### config.mk
export PLATFORM = sky130hd
export DESIGN_NAME = vga_timing_gen
export DESIGN_NICKNAME = d
export VERILOG_FILES = /design/src/rtl/vga_timing_gen.sv
export SDC_FILE = /design/constraint.sdc
export NUM_CORES = 1
export LEC_CHECK = 0
export ABC_AREA = 1
export CAP_MARGIN = 0
export CORE_MARGIN = 5
export CORE_UTILIZATION = 56
export DETAILED_ROUTE_END_ITERATION = 10
export HOLD_SLACK_MARGIN = 0.03
export PLACE_DENSITY = 0.85
export SLEW_MARGIN = 20
export SYNTH_ARGS = -nofsm -noshare
export SYNTH_HDL_FRONTEND = slang
export SYNTH_SLANG_ARGS = --single-unit
### constraint.sdc
create_clock -name clk -period 2.5 [get_ports clk]
set_input_delay 0.625 -clock clk [delete_from_list [all_inputs] [get_ports clk]]
set_output_delay 0.625 -clock clk [all_outputs]
set_load 0.02 [all_outputs]
### src/rtl/vga_timing_gen.sv
`default_nettype none
// ============================================================================
//  Module   : vga_timing_gen
//  Purpose  : Free-running VGA raster timing generator. A clock divider
//             produces a pixel-rate strobe; horizontal and vertical counters
//             walk the raster, and sync/blanking are decoded directly from
//             the counter registers. A frame strobe and a frame counter are
//             provided for slow-rate consumers such as sprite controllers.
//  Ports    : clk         - system clock, all state on rising edge
//             rst         - asynchronous active-high reset
//             hCount[9:0] - horizontal pixel position, 0..H_TOTAL-1
//             vCount[9:0] - vertical line position, 0..V_TOTAL-1
//             hSync       - horizontal sync, active-low (hCount 0..95)
//             vSync       - vertical sync, active-low (vCount 0..1)
//             bright      - high inside the 640x480 visible window
//             pix_tick    - one-clk strobe on each pixel advance
//             frame_tick  - one-clk strobe at the frame wrap
//             frame_count - frames completed since reset, modulo 256
//  Revision : 1.0 - initial release
// ============================================================================
module vga_timing_gen #(
    parameter int CLK_DIV = 4,
    parameter int H_TOTAL = 800,
    parameter int V_TOTAL = 525
) (
    input  logic       clk,
    input  logic       rst,
    output logic [9:0] hCount,
    output logic [9:0] vCount,
    output logic       hSync,
    output logic       vSync,
    output logic       bright,
    output logic       pix_tick,
    output logic       frame_tick,
    output logic [7:0] frame_count
);

    // A one-clock-per-pixel configuration still needs a 1-bit divider
    // register; it simply stays at zero so pix_tick is permanently high.
    localparam int         DIV_W    = (CLK_DIV > 1) ? $clog2(CLK_DIV) : 1;
    localparam logic [DIV_W-1:0] DIV_LAST = DIV_W'(CLK_DIV - 1);
    localparam logic [9:0] H_LAST   = 10'(H_TOTAL - 1);
    localparam logic [9:0] V_LAST   = 10'(V_TOTAL - 1);

    // Fixed 640x480 timing windows
    localparam logic [9:0] HS_END      = 10'd96;   // hSync low for 0..95
    localparam logic [9:0] VS_END      = 10'd2;    // vSync low for 0..1
    localparam logic [9:0] H_VIS_FIRST = 10'd144;
    localparam logic [9:0] H_VIS_LAST  = 10'd783;
    localparam logic [9:0] V_VIS_FIRST = 10'd35;
    localparam logic [9:0] V_VIS_LAST  = 10'd514;

    logic [DIV_W-1:0] div_q, div_d;
    logic [9:0]       h_q, h_d;
    logic [9:0]       v_q, v_d;
    logic [7:0]       frame_q, frame_d;

    logic             h_last;
    logic             v_last;

    assign h_last     = (h_q == H_LAST);
    assign v_last     = (v_q == V_LAST);
    assign pix_tick   = (div_q == DIV_LAST);
    assign frame_tick = pix_tick && h_last && v_last;

    always_comb begin
        div_d   = div_q;
        h_d     = h_q;
        v_d     = v_q;
        frame_d = frame_q;

        if (div_q == DIV_LAST) begin
            div_d = '0;
        end else begin
            div_d = div_q + 1'b1;
        end

        if (pix_tick) begin
            if (h_last) begin
                h_d = '0;
                // Vertical advances only on the horizontal wrap
                if (v_last) begin
                    v_d = '0;
                end else begin
                    v_d = v_q + 10'd1;
                end
            end else begin
                h_d = h_q + 10'd1;
            end
        end

        if (frame_tick) begin
            frame_d = frame_q + 8'd1;
        end
    end

    always_ff @(posedge clk or posedge rst) begin
        if (rst) begin
            div_q   <= '0;
            h_q     <= '0;
            v_q     <= '0;
            frame_q <= '0;
        end else begin
            div_q   <= div_d;
            h_q     <= h_d;
            v_q     <= v_d;
            frame_q <= frame_d;
        end
    end

    // Zero-latency decode straight from the counter registers
    assign hCount      = h_q;
    assign vCount      = v_q;
    assign frame_count = frame_q;
    assign hSync       = (h_q >= HS_END);
    assign vSync       = (v_q >= VS_END);
    assign bright      = (h_q >= H_VIS_FIRST) && (h_q <= H_VIS_LAST) &&
                         (v_q >= V_VIS_FIRST) && (v_q <= V_VIS_LAST);

endmodule
`default_nettype wire

==> out/results.tsv <==
stage	metric	value	unit
floorplanning	die_height	67.2	microns
worst_setup_path	timing.critical_path.to	vSync	
yosys	synth_largest_area_cell	dfrtp_1	
yosys	synth_area_leaders	dfrtp_1, nand2_1, inv_1	
yosys	synth_edf_count	0	
worst_setup_path	worstSetupEndpointType	primary output	
flow_run	cap_violations	0	
yosys	ys.flop_type	dfrtp_1	
yosys	yosysMostFrequentCell	nand2_1	
layout	fin_area	2320	sq um
sta	tightest_slew	0.423	ns
worst_setup_path	path_class	reg -> out	
worst_setup_path	startpoint_type	register	
sta	hold_violations	0	
layout	fill_cells	266	
yosys	synth_common_cells	nand2_1, inv_1, dfrtp_1	
sta	fin_skew	0.0181	ns
grt	grt_max_degree	31	
worst_setup_path	r2r-end	frame_count[0]	
yosys	synthesis.nets	255	
yosys	synth_area_per_cell	7.45	sq um
yosys	synth_warnings	0	
worst_setup_path	r2r_start	hCount[0]	
cts	htreeDepth	2	
worst_setup_path	required	1.88	ns
sta	slew_viol_final	0	
route	via_per_inst	5.09	
cts	clock-sinks	30	
cts	clock_path_buffers	2	
sta	setup_tns	0	ns
cts	root_buffer	clkbuf_4	
sta	min_period	2.37	ns
worst_setup_path	startpoint	vCount[6]	
route	vias	1719	
worst_setup_path	critPathArrivalTime	1.75	ns
yosys	ys_types	21	
floorplanning	die_area	4520	sq um
sta	max_slew_margin	71.8	%
status	status	completed	
pwr	p_leak	0.00110	uW
sta	hold_ws	0.438	ns
cts	cts_tree	yes	
layout	area_growth	26.5	%
route	post_drt_wl_per_cell	11.8	microns
floorplanning	initial_core_util	59.1	%
pwr	power_density	346	nW/um^2
route	finalWirelength	3980	microns
route	ant_nets	0	
grt	antenna_found_initial	0	
layout	antenna_cells	0	
cts	cts_inserted_buffers	5	
worst_setup_path	ff2ff_path_depth	8	
floorplanning	std_cell_rows	20	
route	drt_iter0_drc	107	
yosys	async_flop_share	100	%
layout	instances_no_fill	338	
grt	grt_pass1_vias	1607	
placement	dpl_cell_area	2270	sq um
worst_setup_path	path_max_fanout	4	
yosys	ys_seq_area_share	41.0	%
sta	fmax	0.422	GHz
placement	dp_hpwl	3090	microns
grt	track_usage	20.5	%
pwr	peakVddDrop	0.000295	V
yosys	synth_cells	246	
yosys	synthesis.area	1830	sq um
sta	rsz0062_at_grt	false	
layout	drive_gt1_share	11.2	%
grt	grt_pass1_wl	7000	microns
placement	port_buffers	34	
sta	fin_crit_sh	94.8	%
layout	fin_nets	302	
worst_setup_path	reg2reg_slack	0.66	ns
cts	clk_pin_slew	0.10	ns
floorplanning	core-area	3100	sq um
yosys	yosys.area.top_type_share	41.0	%
route	firstDrtPassIters	4	
floorplanning	fp.dieW	67.2	microns
route	drc	0	
placement	place_congestion	0.893	
sta	finalSetupViolCount	0	
placement	dp_cells	330	
yosys	synth_seq_cells	30	
hold_path	worstHoldPathType	reg -> reg	
grt	gr-total-overflow	0	
floorplanning	ios	35	
cts	clk_latency	0.33	ns
==> worst min-delay path by stage <==
stage / from / end / slack (ns) / cells after the start
after detailed placement: div_q[0] / div_q[0] / 0.43 / 1
after floorplan: div_q[0] / div_q[0] / 0.40 / 1
after global routing: div_q[0] / div_q[0] / 0.48 / 1
final: div_q[0] / div_q[0] / 0.44 / 1
after CTS: div_q[0] / div_q[0] / 0.44 / 1
after global placement: div_q[0] / div_q[0] / 0.42 / 1
==> cell families (layout without fill, tap and decap cells) <==
logic type                 count (synthesis)  count (layout)  synth area share [%]
and+or+nand+nor                          135             135                  34.4
AOI/OAI and AO/OA                         26              26                  7.24
buffers and inverters                     40              88                  8.81
xor gates and xnor gates                   8               8                  3.82
DFF                                       30              30                  41.0
adders and majority gates                  7               7                  4.78
==> final cells by class <==
class / instances / area (sq um) / area share (%)
Multi-Input combinational cell: 176 / 921 / 39.7
Timing Repair Buffer: 42 / 389 / 16.8
Inverter: 38 / 143 / 6.15
Tap cell: 44 / 55.1 / 2.37
Clock inverter: 1 / 5.00 / 0.216
Sequential cell: 30 / 751 / 32.4
Clock buffer: 7 / 55.1 / 2.37
==> metrics by stage <==
stage          worst slack [ns]  utilization, %  power (uW)
2_1_floorplan             0.539               -         502
5_1_grt                  0.0289            74.7         840
3_3_place_gp              0.155            73.1         507
4_1_cts                  0.0232            75.0         810
3_5_place_dp              0.103            73.1         507
6_report                  0.129            74.7         801
==> critical path, stage by stage, from the launching register on <==
cell and delay [ns]:
dfrtp_1 0.41, inv_1 0.12, nand2_1 0.08, nor2_2 0.15
inv_1 0.07, nor2_1 0.14, nand4_1 0.11, dlygate4sd2_1 0.34
==> sequential cells by signal, indices dropped and copies added (netlist names) <==
name         count
vCount          10
frame_count      8
div_q            2
hCount          10
==> layout by cell type (no fill, tap or decap), drive strengths merged <==
master | netlist | routed
o31ai | 1 | 1
xor2 | 6 | 6
clkdlybuf4s50 | 0 | 31
dlygate4sd2 | 0 | 1
nor3 | 5 | 5
inv | 38 | 38
nand3 | 26 | 26
o21ai | 21 | 21
clkbuf | 0 | 9
buf | 2 | 8
xnor2 | 2 | 2
nand2 | 62 | 62
clkinv | 0 | 1
a21oi | 4 | 4
dfrtp | 30 | 30
nor2 | 36 | 36
ha | 7 | 7
nand4 | 6 | 6
==> what timing repair did <==
item | CTS | global route
endpoints found under the setup margin | 3 | 2
hold buffers | 0 | 0
buffers inserted | 0 | 0
resized for setup | 3 | 4
gates cloned | 0 | 0
==> power by group <==
| group | switching (uW) | internal, uW |
|---|---|---|
| clock | 168 | 136 |
| combinational | 9.65 | 2.50 |
| sequential | 0 | 485 |
| total | 178 | 624 |
==> metal layers <==
metal | share of wire, % | track usage [%]
met3 | 4.4 | 4.99
met1 | 48 | 27.7
met2 | 46 | 32.3
met5 | 0 | 0
met4 | 1.3 | 6.33
Power figures use the tool's default switching activity.
